==> config.mk <==
export PLATFORM = sky130hd
export DESIGN_NAME = vga_sync_decoder
export DESIGN_NICKNAME = d
export VERILOG_FILES = /design/src/rtl/vga_pkg.sv /design/src/rtl/sync_edge_detect.sv /design/src/rtl/vga_sync_decoder.sv
export SDC_FILE = /design/constraint.sdc
export NUM_CORES = 1
export LEC_CHECK = 0
export BUFFER_PORTS_ARGS = -buffer_cell sky130_fd_sc_hd__buf_2
export CAP_MARGIN = 40
export CORE_MARGIN = 5
export CORE_UTILIZATION = 50
export CTS_CLUSTER_DIAMETER = 80
export DETAILED_ROUTE_END_ITERATION = 7
export MAX_ROUTING_LAYER = met4
export PLACE_DENSITY_LB_ADDON = 0.08
export SLEW_MARGIN = 20
export SYNTH_ARGS = -nofsm -noshare
export SYNTH_HDL_FRONTEND = slang
export SYNTH_HIERARCHICAL = 1
export SYNTH_SLANG_ARGS = --single-unit
==> constraint.sdc <==
create_clock -name clk -period 12.08 [get_ports clk]
set_input_delay 2.416 -clock clk [delete_from_list [all_inputs] [get_ports clk]]
set_output_delay 2.416 -clock clk [all_outputs]
set_load 0.01 [all_outputs]
==> src/rtl/vga_pkg.sv <==
// Timing constants and decoder state type for the 640x480 VGA receive path.
package vga_pkg;

  localparam int unsigned H_ACTIVE     = 640;
  localparam int unsigned H_TOTAL      = 800;
  localparam int unsigned H_SYNC_START = 656;
  localparam int unsigned V_ACTIVE     = 480;
  localparam int unsigned V_TOTAL      = 525;
  localparam int unsigned V_SYNC_START = 490;

  localparam int unsigned POS_W  = 10;
  localparam int unsigned ADDR_W = 20;
  localparam int unsigned CSUM_W = 16;

  typedef enum logic [1:0] {HUNT, ALIGN, LOCKED} dec_state_t;

endpackage

==> src/rtl/sync_edge_detect.sv <==
// Normalises one sync input to active-high, samples it per pixel strobe and
// flags the strobe on which it first becomes asserted.
module sync_edge_detect #(
  parameter bit SYNC_ACTIVE_LOW = 1'b1
) (
  input  logic clk,
  input  logic n_rst,
  input  logic i_strobe,
  input  logic i_sync,
  output logic o_edge_c
);

  logic w_sync;
  logic r_sync;

  assign w_sync = SYNC_ACTIVE_LOW ? ~i_sync : i_sync;

  always_ff @(posedge clk or negedge n_rst) begin
    if (!n_rst) begin
      r_sync <= 1'b0;
    end else if (i_strobe) begin
      r_sync <= w_sync;
    end
  end

  assign o_edge_c = i_strobe & w_sync & ~r_sync;

endmodule

==> src/rtl/vga_sync_decoder.sv <==
// VGA receive decoder: locks to hsync/vsync, rebuilds col/row and streams active
// pixels as frame-buffer writes. Optional checksum port under VGA_DEC_CHECKSUM_EN.
module vga_sync_decoder
  import vga_pkg::*;
#(
  parameter int unsigned DATA_W          = 8,
  parameter bit          SYNC_ACTIVE_LOW = 1'b1,
  parameter int unsigned H_ACT           = H_ACTIVE,
  parameter int unsigned H_TOT           = H_TOTAL,
  parameter int unsigned H_SYNC          = H_SYNC_START,
  parameter int unsigned V_ACT           = V_ACTIVE,
  parameter int unsigned V_TOT           = V_TOTAL,
  parameter int unsigned V_SYNC          = V_SYNC_START
) (
  input  logic              clk,
  input  logic              n_rst,
  input  logic              enable,
  input  logic              pixel_clk,
  input  logic              hsync,
  input  logic              vsync,
  input  logic [DATA_W-1:0] pixel_in,
  output logic              locked,
  output logic [POS_W-1:0]  col,
  output logic [POS_W-1:0]  row,
  output logic              wr_en,
  output logic [ADDR_W-1:0] wr_addr,
  output logic [DATA_W-1:0] wr_data,
  output logic              frame_done,
  output logic              sync_err
`ifdef VGA_DEC_CHECKSUM_EN
  ,
  output logic [CSUM_W-1:0] checksum
`endif
);

  dec_state_t        r_state;
  dec_state_t        w_state_nxt;
  logic              w_strobe;
  logic              w_h_edge;
  logic              w_v_edge;
  logic              w_col_wrap;
  logic [POS_W-1:0]  w_col_pred;
  logic [POS_W-1:0]  w_row_pred;
  logic [POS_W-1:0]  w_col_nxt;
  logic [POS_W-1:0]  w_row_nxt;
  logic              w_h_miss;
  logic              w_v_miss;
  logic              w_timeout;
  logic              w_lost;
  logic              w_write;
  logic              w_origin;
  logic              w_last;
  logic [ADDR_W-1:0] w_addr;
  logic [POS_W-1:0]  r_hcnt;
  logic [ADDR_W-1:0] r_addr;

  assign w_strobe = enable & pixel_clk;

  sync_edge_detect #(.SYNC_ACTIVE_LOW(SYNC_ACTIVE_LOW)) u_hsync_edge (
    .clk      (clk),
    .n_rst    (n_rst),
    .i_strobe (w_strobe),
    .i_sync   (hsync),
    .o_edge_c (w_h_edge)
  );

  sync_edge_detect #(.SYNC_ACTIVE_LOW(SYNC_ACTIVE_LOW)) u_vsync_edge (
    .clk      (clk),
    .n_rst    (n_rst),
    .i_strobe (w_strobe),
    .i_sync   (vsync),
    .o_edge_c (w_v_edge)
  );

  // Free-running position as it would be without any sync reload.
  assign w_col_wrap = (col == POS_W'(H_TOT - 1));
  assign w_col_pred = w_col_wrap ? '0 : col + POS_W'(1);
  assign w_row_pred = !w_col_wrap ? row :
                      (row == POS_W'(V_TOT - 1)) ? '0 : row + POS_W'(1);
  assign w_col_nxt  = w_h_edge ? POS_W'(H_SYNC) : w_col_pred;
  assign w_row_nxt  = w_v_edge ? POS_W'(V_SYNC) : w_row_pred;

  assign w_h_miss  = w_h_edge & (w_col_pred != POS_W'(H_SYNC));
  assign w_v_miss  = w_v_edge & (w_row_pred != POS_W'(V_SYNC));
  assign w_timeout = w_strobe & ~w_h_edge & (r_hcnt == POS_W'(H_TOT));

  always_comb begin
    w_state_nxt = r_state;
    w_lost      = 1'b0;
    unique case (r_state)
      HUNT: begin
        if (w_v_edge) w_state_nxt = ALIGN;
      end
      ALIGN: begin
        if (w_h_miss || w_v_miss) w_state_nxt = HUNT;
        else if (w_v_edge)        w_state_nxt = LOCKED;
      end
      LOCKED: begin
        if (w_h_miss || w_v_miss || w_timeout) begin
          w_state_nxt = HUNT;
          w_lost      = 1'b1;
        end
      end
      default: w_state_nxt = HUNT;
    endcase
  end

  always_ff @(posedge clk or negedge n_rst) begin
    if (!n_rst) begin
      r_state  <= HUNT;
      locked   <= 1'b0;
      sync_err <= 1'b0;
    end else begin
      r_state  <= w_state_nxt;
      locked   <= (w_state_nxt == LOCKED);
      sync_err <= w_lost;
    end
  end

  // Position counters and strobes-since-hsync watchdog (saturates at one line).
  always_ff @(posedge clk or negedge n_rst) begin
    if (!n_rst) begin
      col    <= '0;
      row    <= '0;
      r_hcnt <= '0;
    end else if (w_strobe) begin
      col <= w_col_nxt;
      row <= w_row_nxt;
      if (w_h_edge)                        r_hcnt <= '0;
      else if (r_hcnt != POS_W'(H_TOT))    r_hcnt <= r_hcnt + POS_W'(1);
    end
  end

  assign w_write  = w_strobe & (r_state == LOCKED) & ~w_lost &
                    (w_col_nxt < POS_W'(H_ACT)) & (w_row_nxt < POS_W'(V_ACT));
  assign w_origin = (w_col_nxt == '0) & (w_row_nxt == '0);
  assign w_last   = (w_col_nxt == POS_W'(H_ACT - 1)) & (w_row_nxt == POS_W'(V_ACT - 1));
  assign w_addr   = w_origin ? '0 : r_addr;

  always_ff @(posedge clk or negedge n_rst) begin
    if (!n_rst) begin
      wr_en      <= 1'b0;
      frame_done <= 1'b0;
      wr_addr    <= '0;
      wr_data    <= '0;
      r_addr     <= '0;
    end else begin
      wr_en      <= w_write;
      frame_done <= w_write & w_last;
      if (w_write) begin
        wr_addr <= w_addr;
        wr_data <= pixel_in;
        r_addr  <= w_addr + ADDR_W'(1);
      end
    end
  end

`ifdef VGA_DEC_CHECKSUM_EN
  logic [CSUM_W-1:0] r_acc;
  logic [CSUM_W-1:0] w_acc_nxt;

  assign w_acc_nxt = (w_origin ? '0 : r_acc) + CSUM_W'(pixel_in);

  // Frame sum is published one clk after frame_done, once the last pixel is in.
  always_ff @(posedge clk or negedge n_rst) begin
    if (!n_rst) begin
      r_acc    <= '0;
      checksum <= '0;
    end else begin
      if (w_write)    r_acc    <= w_acc_nxt;
      if (frame_done) checksum <= r_acc;
    end
  end
`endif

endmodule

Word level (Yosys, flattened, before mapping)
Index checks and enable logic that the tools add are counted.
{"block": "op_classes", "n_addsub": 4, "order_cmp": 2, "eq_ne": 11, "n_mux": 15, "bitwise_logic": 22, "reduce_logical": 7}
{"operator": "$mux W10", "n": 7}
{"operator": "$eq A10 B10 Y1 const B", "n": 4}
{"operator": "$add A10 B1 Y10 const B", "n": 3}
{"operator": "$add A20 B1 Y20 const B", "n": 1}
{"operator": "$logic_not A10 Y1", "n": 2}
{"operator": "$mux W20", "n": 1}
{"operator": "$ne A10 B10 Y1 const B", "n": 2}
{"operator": "$and A1 B1 Y1", "n": 16}
{"operator": "$eq A10 B9 Y1 const B", "n": 1}
{"operator": "$lt A10 B10 Y1 const B", "n": 1}
{"operator": "$lt A10 B9 Y1 const B", "n": 1}
{"operator": "$ne A10 B9 Y1 const B", "n": 1}
{"operator": "$mux W2", "n": 4}
{"operator": "$not A1 Y1", "n": 6}
{"operator": "$pmux W2 S3", "n": 1}
{"operator": "$eq A2 B2 Y1 const B", "n": 2}
{"operator": "$eq A2 B1 Y1 const B", "n": 1}
{"operator": "$logic_not A2 Y1", "n": 1}
{"operator": "$logic_or A1 B1 Y1", "n": 2}
{"operator": "$mux W1", "n": 2}
{"operator": "$reduce_and A2 Y1", "n": 1}
{"operator": "$reduce_bool A2 Y1", "n": 1}
{"block": "totals", "reg_bits": 86, "output_inout_bits": 52, "elab_cells": 74}

Longest topological paths before layout
Gate-level depths: netlist of run 1.
{"block": "depth", "depth_word": 14, "mapped_depth": 20, "ltp_nobuf": 17}

Hierarchy
The synthesis of run 1 kept the hierarchy.
{"mod": "vga_sync_decoder", "instances": 1, "cells_per_inst": 571, "area_each_um2": 4951.0, "seq_area_each_um2": 2102.0}
{"mod": "sync_edge_detect", "instances": 2, "cells_per_inst": 4, "area_each_um2": 51.3, "seq_area_each_um2": 25.0}

Worst setup path before layout of run 1
Ideal clock, no wire load.
{"block": "synth_timing", "kind": "in2reg", "startpoint": "in enable", "endpoint": "reg r_addr[16]", "arrival_time_ns": 6.260, "t_required_ns": 11.960, "path_slack_ns": 5.699, "cell_stages": 20, "cell_sequence": "nand2_1 > inv_1 > clkbuf_1 > buf_1 > nor3b_2 > clkbuf_1 > nor2_1 > nand4_1 > nor4_2 > and2b_1 > buf_2 > nor2b_1 > ha_1 > nand3_1 > or4_1 > nor2_1 > nand2_1 > o41ai_1 > a21oi_1 > a41o_1"}
{"element": "start, declared", "line": "vga_sync_decoder.sv:17", "source": "input logic enable,"}
{"element": "$and A1 B1 Y1", "line": "vga_sync_decoder.sv:57", "source": "assign w_strobe = enable & pixel_clk;"}
{"element": "named net w_strobe", "line": "vga_sync_decoder.sv:38", "source": "logic w_strobe;"}
{"element": "$and A1 B1 Y1 (2 in series)", "line": "sync_edge_detect.sv:26", "source": "assign o_edge_c = i_strobe & w_sync & ~r_sync;"}
{"element": "named net w_h_edge", "line": "vga_sync_decoder.sv:39", "source": "logic w_h_edge;"}
{"element": "$mux W10", "line": "vga_sync_decoder.sv:80", "source": "assign w_col_nxt = w_h_edge ? POS_W'(H_SYNC) : w_col_pred;"}
{"element": "$logic_not A10 Y1", "line": "vga_sync_decoder.sv:136", "source": "assign w_origin = (w_col_nxt == '0) & (w_row_nxt == '0);"}
{"element": "$and A1 B1 Y1", "line": "vga_sync_decoder.sv:136"}
{"element": "$mux W20", "line": "vga_sync_decoder.sv:138", "source": "assign w_addr = w_origin ? '0 : r_addr;"}
{"element": "named net w_addr[0]", "line": "vga_sync_decoder.sv:53", "source": "logic [ADDR_W-1:0] w_addr;"}
{"element": "$add A20 B1 Y20", "line": "vga_sync_decoder.sv:153", "source": "r_addr <= w_addr + ADDR_W'(1);"}
{"element": "end signal, assigned", "line": "vga_sync_decoder.sv:153"}
{"element": "end, declared", "line": "vga_sync_decoder.sv:55", "source": "logic [ADDR_W-1:0] r_addr;"}
The timed path passes the listed nets, and every way through them passes these cells.
A chain may end at the register's enable or synchronous reset.

Worst setup path in the final report of run 1
{"block": "layout_timing", "startpoint": "in enable", "endpoint": "reg r_addr[16]"}
{"element": "$and A1 B1 Y1", "line": "vga_sync_decoder.sv:57"}
{"element": "$and A1 B1 Y1 (2 in series)", "line": "sync_edge_detect.sv:26"}
{"element": "named net w_h_edge", "line": "vga_sync_decoder.sv:39"}
{"element": "$mux W10", "line": "vga_sync_decoder.sv:80"}
{"element": "$logic_not A10 Y1", "line": "vga_sync_decoder.sv:136"}
{"element": "$and A1 B1 Y1", "line": "vga_sync_decoder.sv:136"}
{"element": "$mux W20", "line": "vga_sync_decoder.sv:138"}
{"element": "named net w_addr[0]", "line": "vga_sync_decoder.sv:53"}
{"element": "$add A20 B1 Y20", "line": "vga_sync_decoder.sv:153"}
The timed path passes the listed nets, and every way through them passes these cells.

==> results of run 1 <==
worst max-delay path: stages:
cell and delay (ns):
buf_2 0.07, nand2_1 0.09, buf_8 0.18, inv_1 0.63, nor3b_2 0.29, buf_4 0.26, a211oi_1 0.09, nand3_2 0.28
nor4_2 0.16, buf_4 0.19, and2b_1 0.39, nor2b_1 0.21, ha_1 0.20, nand3_1 0.15, or4_1 0.61, nor2_1 0.35
nand2_1 0.09, o41ai_1 0.31, a21oi_1 0.07, a41o_1 0.21
final cells by class:
class,count,area share (%)
Clock inverter,1,0.134
Timing Repair Buffer,75,7.34
Tap cell,133,2.98
Sequential cell,86,38.5
Clock buffer,12,2.78
Inverter,18,1.21
Multi-Input combinational cell,431,47.1
power breakdown:
part,total [mW],switching [mW],internal (mW)
Combinational,0.158,0.0926,0.0657
Clock,0.182,0.0993,0.0828
Sequential,0.363,0.0464,0.317
stage by stage:
step	hold slack [ns]	util [%]	instances	setup slack (ns)
2_1_floorplan	0.409	-	579	5.70
3_3_place_gp	0.425	55.0	740	4.21
3_5_place_dp	0.430	55.0	741	3.97
4_1_cts	0.449	56.7	754	4.36
5_1_grt	0.462	56.9	756	4.77
6_report	0.445	56.9	756	5.04
sequential cells by signal, indices dropped and copies added (netlist names):
register / flops
u_vsync_edge/r_sync: 1
sync_err: 1
row: 10
r_addr: 20
wr_en: 1
r_hcnt: 10
u_hsync_edge/r_sync: 1
wr_data: 8
frame_done: 1
col: 10
r_state: 2
wr_addr: 20
locked: 1
metal layers:
| layer | up-vias | share of wire, % | GRT usage (%) |
|---|---|---|---|
| met4 | 0 | 1.8 | 7.47 |
| met1 | 2219 | 45 | 29.3 |
| met3 | 22 | 4.1 | 3.99 |
| met5 | - | 0 | - |
| li1 | 2190 | - | - |
| met2 | 115 | 49 | 34.7 |
synth_stat cells (4+ instances only):
master	n
a21oi_1	34
xor2_1	4
and3_1	9
clkbuf_1	22
or4_1	4
or3_1	7
o31ai_1	12
buf_4	5
buf_2	15
nor2_1	29
a21o_1	9
o2bb2ai_1	5
o21a_1	4
nor3_1	12
nand2b_1	5
and4_1	4
nand2_1	102
inv_1	17
mux2_2	4
o41ai_1	17
nor4_2	4
ha_1	6
nand4_1	9
xnor2_1	9
nor4_1	9
a31oi_1	4
dfrtp_1	86
mux2i_1	4
nand3_1	27
nor2b_1	7
o21ai_0	34
logic make-up after synthesis:
kind of cell	count (synthesis)
AND/OR/NAND/NOR	251
AO/OA/AOI/OAI	153
flip-flops	86
buffers and inverters	62
XOR/XNOR	13
multiplexers	8
adder cells (fa/ha/maj)	6
worst paths after layout:
| path | startpoint | end | slack (ns) | cells past startpoint |
|---|---|---|---|---|
| max in group asynchronous | n_rst | row[9] | 9.02 | 2 |
| max reg2reg | col[0] | r_addr[16] | 6.37 | 17 |
| min in group asynchronous | n_rst | col[0] | 1.99 | 1 |
| min | r_state[1] | r_state[0] | 0.45 | 1 |
| max | enable | r_addr[16] | 5.04 | 20 |
| min reg2reg | r_state[1] | r_state[0] | 0.45 | 1 |
==> flow_summary.ini, run 1 <==
[synthesis]
syn_area_per_cell_um2 = 8.73
syn-cell-area_um2 = 5050
ys_top_cells_by_area = dfrtp_1 (43%), nand2_1 (7.6%), a21oi_1 (3.4%), o21ai_0 (3.4%), o41ai_1 (2.9%)
yosys.area_share.xor_xnor_pct = 2.25
yosysSeqAreaShare_pct = 42.6
synth_top_area_share_pct = 42.6
ys_ff_latch = 86
async_flop_share_pct = 100
synth-compound-area-share_pct = 20.6
synth_area_leader_cell = dfrtp_1
muxShareOfSynthArea_pct = 1.68
synth_edf_count = 0
synthCells = 579
yosys.area_share.simple_pct = 26.1
ys_types = 69
synth_warnings = 6
synth_top_family_by_area = simple AND/OR/NAND/NOR gates
syn_nets = 599
synthAdderAreaFrac_pct = 1.49
ys.flop_type = dfrtp_1

[worst_setup_path]
worst-endpoint-required_ns = 12.34
crit_fanout = 27
end_kind = flip-flop
worstSetupPathType = primary input to flip-flop
arrival_ns = 7.30
cp-start-kind = primary input

[routing]
drtIter0Drc = 207
drt_first_pass_iters = 5
num_vias = 4546
viasPerCell = 6.01
routed_wl_um = 13000
wl_per_cell_um = 17.2
ant_nets = 0
drcViolationCount = 0

[timing]
slew_headroom_pct = 39.6
layout_min_cycle_time_ns = 7.04
setup_violations = 0
fin_tns_setup_ns = 0
worst-slew-pin-transition_ns = 0.897
post-route-period-util_pct = 58.3
clock_skew_ns = 0.00949
rsz0062_at_grt = false
fmax_mhz = 142
maxSlewViolCount = 0
hold_viol_final = 0

[placed_design]
dpl_cell_area_um2 = 5410
gp_congestion = 0.895
port_buffers = 65
hpwl_um = 8990

[finish]
num_antenna_cells = 0
layout_common_cells = nand2_1 (102), dfrtp_1 (86), buf_2 (64)
design_area_um2 = 5590
multi_input_area_um2 = 2630
drive_gt1_share_pct = 17.7
nFillCells = 947
area.sequential_um2 = 2150
nNetsFinal = 641
layout_commonest_cell = nand2_1
area_growth_pct = 10.6

[power]
peakVddDrop_v = 0.0000810
leakage_nw = 2.55
pwr_density_cell_nw_per_um2 = 126
total_power_mw = 0.704

[outcome]
status = finished clean

[global_routing]
grt_pass1_vias = 4395
grt_max_degree = 56
grt.overflow.total = 0
antenna_found_initial = 0
grt_usage_pct = 22.2
grt_pass1_wl_um = 22200

[cts]
insertion_delay_ns = 0.36
post_cts.repair.setup_buffers = 0
root_buffer = clkbuf_8
clkSinkCount = 86
cts_resized = 0
postCtsHoldBufs = 0
clk_path_buf_depth = 2
clk_pin_slew_ns = 0.09
cts.htree.levels = 3
cts_tree = built
numCtsBuffers = 9

[floorplan]
core-area_um2 = 9820
dieHeight_um = 111
die_area_um2 = 12200
dieWidth_um = 111
ios = 66
rows = 36
start_util_pct = 51.5

[flow_run]
maxCapViolations = 0

[hold_path]
hold_class = flip-flop to flip-flop
Power figures use the tool's default switching activity.
==> run 2, diff against run 1 <==
ABC_AREA = 1   (was default)
clock period = 6.5 ns   (was 12.08 ns; I/O delays follow)
==> run 2 against run 1 <==
  * Critical path depth is the same
  * Combinational power grew 120%
  * Sequential share of layout area grew 0.20 points
  * Critical endpoint is now r_addr[10]
  * Highest routed layer unchanged
==> flow_summary.ini, run 2 <==
[finish]
nFillCells = 933
design_area_um2 = 5560
area_growth_pct = 12.8
drive_gt1_share_pct = 16.8
multi_input_area_um2 = 2330
layout_commonest_cell = nand2_1
nNetsFinal = 745
num_antenna_cells = 0
area.sequential_um2 = 2150
top_regs = r_addr (20), wr_addr (20)
layout_common_cells = nand2_1 (209), dfrtp_1 (86), inv_1 (85)

[synthesis]
synthCells = 662
syn_nets = 682
yosysSeqAreaShare_pct = 43.6
ys.flop_type = dfrtp_1
synth_top_area_share_pct = 43.6
async_flop_share_pct = 100
syn_area_per_cell_um2 = 7.45
synth_area_leader_cell = dfrtp_1
yosys-top-cells-count = nand2_1 (209), dfrtp_1 (86), inv_1 (85), nor2_1 (60), nand3_1 (54)
ys_types = 42
ys_ff_latch = 86
synth_edf_count = 0
ys_top_cells_by_area = dfrtp_1 (44%), nand2_1 (16%), inv_1 (6.5%), nand3_1 (5.5%), nor2_1 (4.6%)
synth_warnings = 6
syn-cell-area_um2 = 4930
synth_most_common_cell = nand2_1

[cts]
clk_pin_slew_ns = 0.09
post_cts.repair.setup_buffers = 0
cts_tree = built
root_buffer = clkbuf_8
numCtsBuffers = 9
cts.htree.levels = 3
insertion_delay_ns = 0.36
postCtsHoldBufs = 0
clkSinkCount = 86
cts_resized = 0
clk_path_buf_depth = 2

[hold_path]
hold_class = flip-flop to flip-flop

[routing]
routed_wl_um = 11600
drt_first_pass_iters = 5
wl_per_cell_um = 13.4
drtIter0Drc = 307
viasPerCell = 5.20
drcViolationCount = 0
num_vias = 4484
ant_nets = 0

[floorplan]
ios = 66
die_area_um2 = 11900
start_util_pct = 50.9
core-area_um2 = 9680
rows = 36
dieWidth_um = 109
dieHeight_um = 109

[placed_design]
dpl_cell_area_um2 = 5340
hpwl_um = 8560
port_buffers = 65
gp_congestion = 0.891
post-place-ws_ns = 2.14

[power]
pwr_density_cell_nw_per_um2 = 260
leakage_nw = 2.89
peakVddDrop_v = 0.000164

[global_routing]
grt_max_degree = 48
grt_pass1_wl_um = 19900
grt_pass1_vias = 4331
grt_usage_pct = 21.4
antenna_found_initial = 0
grt.overflow.total = 0

[worst_setup_path]
worstSetupPathType = primary input to flip-flop
arrival_ns = 4.26
cpMaxStageDelayCell = nor2_2
crit_fanout = 12
crit_chain = buf_2, nand2_1, inv_1, nand2_1, nor2_2, clkinv_1, nand4_1, nand2_1, nor2_1, nand3_1, nor2_2, nor2_1, ha_1, nand2_1, nor2_1, nand4_1, inv_1, nand2_2, nor2_1, xnor2_1
cp-start-kind = primary input
path_buf_inv = 4
end_kind = flip-flop
worst-endpoint-required_ns = 6.75
critical-path-max-stage-delay_ns = 0.54
crit_family = simple AND/OR/NAND/NOR gates

[timing]
slew_headroom_pct = 47.5
post-route-period-util_pct = 61.7
rsz0062_at_grt = false
worst-slew-pin-transition_ns = 0.785
fmax_mhz = 250
setup_violations = 0
hold_viol_final = 0
fin_tns_setup_ns = 0
setup_ws_ns = 2.49
maxSlewViolCount = 0
layout_min_cycle_time_ns = 4.01
clock_skew_ns = 0.0130

[outcome]
status = finished clean

[flow_run]
maxCapViolations = 0
[run 2: changes by cell type after synthesis, sizes merged, moves of 11 or more]
cell,previous run,this run
a21oi,35,6
clkbuf,22,3
inv,18,89
nand2,102,226
nand3,28,58
nor2,29,68
nor4,15,4
o22ai,1,15
o41ai,17,0
[run 2: worst reg2reg max path, stage by stage (launching register included)]
cell and delay [ns]:
dfrtp_1 0.47, ha_1 0.24, nand2_2 0.09, nor2_4 0.19, nand2_2 0.25, nand3_1 0.24
nand2_1 0.07, inv_1 0.05, nand2_1 0.05, nor2_1 0.17, nand3_1 0.12, nor2_2 0.54
nor2_1 0.15, ha_1 0.24, nand2_1 0.09, nor2_1 0.05, nand4_1 0.12, inv_1 0.06
nand2_2 0.09, nor2_1 0.08, xnor2_1 0.12
[run 2: through the flow]
step	std cells	total power, mW	hold WS, ns	utilization, %
after floorplan	662	0.908	0.444	-
after global placement	847	1.02	0.449	55.1
after detailed placement	847	1.03	0.455	55.1
after CTS	863	1.46	0.476	57.4
after global routing	863	1.55	0.509	57.4
final	863	1.45	0.471	57.4
[run 2: routing by layer]
metal,share of wire (%),wire [um],GRT usage (%)
met4,0.82,95,6.32
met2,46,5340,33.0
met1,48,5520,29.2
met5,0,0,-
met3,5.3,612,3.88
[run 2: cell type report]
type / count / share of cell area, %
Multi-Input combinational cell: 470 / 41.9
Clock inverter: 4 / 1.42
Sequential cell: 86 / 38.7
Clock buffer: 12 / 2.61
Inverter: 90 / 6.07
Tap cell: 133 / 2.99
Timing Repair Buffer: 68 / 6.30
[run 2: final timing paths]
kind | from | endpoint | slack (ns) | depth (start not counted)
min in group asynchronous | n_rst | row[1] | 0.90 | 1
worst min register to register | wr_addr[1] | wr_addr[1] | 0.47 | 2
worst max-delay path | enable | r_addr[10] | 2.49 | 20
worst max register to register | col[0] | r_addr[10] | 2.93 | 20
max in group asynchronous | n_rst | wr_addr[17] | 4.60 | 2
worst min-delay path | wr_addr[1] | wr_addr[1] | 0.47 | 2
[run 2: kinds of logic (layout without fill, tap and decap cells)]
kind of cell,Yosys count,count (layout),share of synthesized area [%]
and+or+nand+nor,391,391,36.3
DFF,86,86,43.6
xor gates and xnor gates,7,7,1.24
adders and majority gates,6,6,1.52
buffers and inverters,106,174,9.08
AOI/OAI and AO/OA,66,66,8.20
[run 2: report_power, final]
| part | internal [mW] | switching (mW) | total (mW) | leakage [nW] |
|---|---|---|---|---|
| Combinational | 0.128 | 0.220 | 0.348 | 1.66 |
| Sequential | 0.601 | 0.0735 | 0.674 | 1.13 |
| Clock | 0.230 | 0.193 | 0.423 | 0.109 |
| Total | 0.959 | 0.487 | 1.45 | 2.89 |
==> run 3, diff against run 2 <==
clock period = 3.9 ns   (was 6.5 ns; I/O delays follow)
==> run 3 against run 2 <==
  * Sequential cell count unchanged
  * Global-route usage shrank 0.36 points
  * Sequential power increased by 68%
  * First-iteration DRC count increased by 18%
  * Clock skew increased by 0.0053 ns
  * Total power increased by 61%
  * Non-clock buffer count rose by 4
  * Combinational power up 65%
  * Count of clock-buffer cells in the layout did not move
  * Cell count is 0.46% higher
  * Worst setup slack worse by 2.0 ns
  * Largest power group unchanged
  * Highest routed layer unchanged
==> flow_summary.ini, run 3 (same netlist as run 2, synthesis figures left out) <==
[outcome]
status = finished clean

[worst_setup_path]
cp-start-kind = flip-flop
critical-path-max-stage-delay_ns = 0.47
crit_chain = ha_1, nand2_2, nor2_4, nand2_2, o21ai_0, nand2_1, nand2_1, nor2_1, inv_1, nor2_1, nand2_4, nand2_1, inv_1, ha_1, nand2_1, nor2_1, nand4_1, inv_1, nand2_2, nor2_1, nand2_1, nand2_1, nand2_1
end_kind = flip-flop
cpMaxStageDelayCell = dfrtp_1
cpMostUsedCell = nand2_1
crit_fanout = 19
worst-endpoint-required_ns = 4.15
worstSetupPathType = flip-flop to flip-flop
path_buf_inv = 3
arrival_ns = 3.65
crit_family = simple AND/OR/NAND/NOR gates

[power]
total_power_mw = 2.32
power_switching_mw = 0.816
p_seq_share_pct = 48.4
p_clk_share_pct = 26.8
leakage_nw = 2.90
p_int_mw = 1.51
pwr_density_cell_nw_per_um2 = 417
peakVddDrop_v = 0.000301
netSwitchingFraction_pct = 35.1
p_comb_share_pct = 24.7

[flow_run]
maxCapViolations = 0

[floorplan]
die_area_um2 = 11900
core-area_um2 = 9680
dieWidth_um = 109
rows = 36
dieHeight_um = 109
start_util_pct = 50.9
ios = 66

[finish]
nNetsFinal = 749
layout_commonest_cell = nand2_1
area_growth_pct = 12.9
top_regs = r_addr (20), wr_addr (20)
drive_gt1_share_pct = 17.6
layout_common_cells = nand2_1 (209), dfrtp_1 (86), inv_1 (85)
num_antenna_cells = 0

[routing]
routed_wl_um = 11600
drcViolationCount = 0
num_vias = 4479
ant_nets = 0
drtIter0Drc = 362
drt_first_pass_iters = 5
viasPerCell = 5.17
wl_per_cell_um = 13.3

[global_routing]
antenna_found_initial = 0
grt.overflow.total = 0
grt_usage_pct = 21.1
grt_pass1_vias = 4175
grt_max_degree = 55
grt_pass1_wl_um = 19600

[timing]
post-route-period-util_pct = 87.0
setup_violations = 0
hold_viol_final = 0
clock_skew_ns = 0.0182
fin_tns_setup_ns = 0
setup_ws_ns = 0.505
fmax_mhz = 295
rsz0062_at_grt = false
layout_min_cycle_time_ns = 3.39
slew_headroom_pct = 52.2
worst-slew-pin-transition_ns = 0.717
maxSlewViolCount = 0

[cts]
post_cts.repair.setup_buffers = 0
numCtsBuffers = 9
clk_pin_slew_ns = 0.09
cts_resized = 0
clk_path_buf_depth = 2
root_buffer = clkbuf_8
clkSinkCount = 86
cts.htree.levels = 3
insertion_delay_ns = 0.35
postCtsHoldBufs = 0
cts_tree = built

[placed_design]
port_buffers = 65
post-place-ws_ns = 0.251
hpwl_um = 8520
gp_congestion = 0.946

[hold_path]
hold_class = primary input to asynchronous set/reset pin
## run 3: cell count changes in the layout (fill, tap and decap cells not counted), sizes merged
cell	change
buf	+4
bufinv	-2
clkinv	+1
inv	+1
## run 3: final timing paths
path                            start     endpoint  slack (ns)  depth (start not counted)
setup reg to reg               col[0]   r_addr[18]        0.51                         23
hold / removal                  n_rst       row[2]        0.46                          1
max in group asynchronous       n_rst  wr_addr[16]        2.70                          2
hold reg to reg            wr_data[6]   wr_data[6]        0.47                          2
setup / recovery               col[0]   r_addr[18]        0.51                         23
min in group clk           wr_data[6]   wr_data[6]        0.47                          2
## run 3: worst reg2reg max path, stage by stage, from the launching register on
cell	delay, ns
dfrtp_1	0.47
ha_1	0.24
nand2_2	0.09
nor2_4	0.19
nand2_2	0.25
o21ai_0	0.24
nand2_1	0.16
nand2_1	0.09
nor2_1	0.05
inv_1	0.04
nor2_1	0.06
nand2_4	0.18
nand2_1	0.10
inv_1	0.06
ha_1	0.16
nand2_1	0.08
nor2_1	0.10
nand4_1	0.15
inv_1	0.11
nand2_2	0.08
nor2_1	0.22
nand2_1	0.08
nand2_1	0.06
nand2_1	0.04
## run 3: layer usage
layer  part of all wire (%)  vias to the layer above  wire [um]  global-route usage [%]
li1                       -                     2252          -                       -
met1                     48                     2104       5560                    29.2
met2                     47                      111       5380                    32.9
met3                    4.4                       12        508                    2.99
met4                   0.98                        0        113                    5.52
met5                      0                        -          0                       -
## run 3: metrics by stage
step / cell area, um2 / cells / utilization (%) / hold slack [ns]
final: 5570 / 867 / 57.5 / 0.458
after detailed placement: 5370 / 851 / 55.4 / 0.458
after global placement: 5370 / 851 / 55.4 / 0.448
after global routing: 5570 / 867 / 57.5 / 0.508
after CTS: 5570 / 867 / 57.5 / 0.481
after floorplan: 4930 / 662 / - / 0.444
## run 3: layout make-up
type / instances / area (um2)
Multi-Input combinational cell: 470 / 2330
Timing Repair Buffer: 72 / 380
Fill cell: 935 / 4120
Tap cell: 133 / 166
Clock inverter: 4 / 36.3
Clock buffer: 12 / 165
Sequential cell: 86 / 2150
Inverter: 90 / 338
## run 3: power groups by stage
stage	Combinational [mW]	Sequential, mW	Clock (mW)
floorplan	0.373	1.14	0
global placement	0.567	1.14	0
detailed placement	0.574	1.14	0
CTS	0.578	1.12	0.633
global route	0.659	1.14	0.680
finish	0.575	1.13	0.623
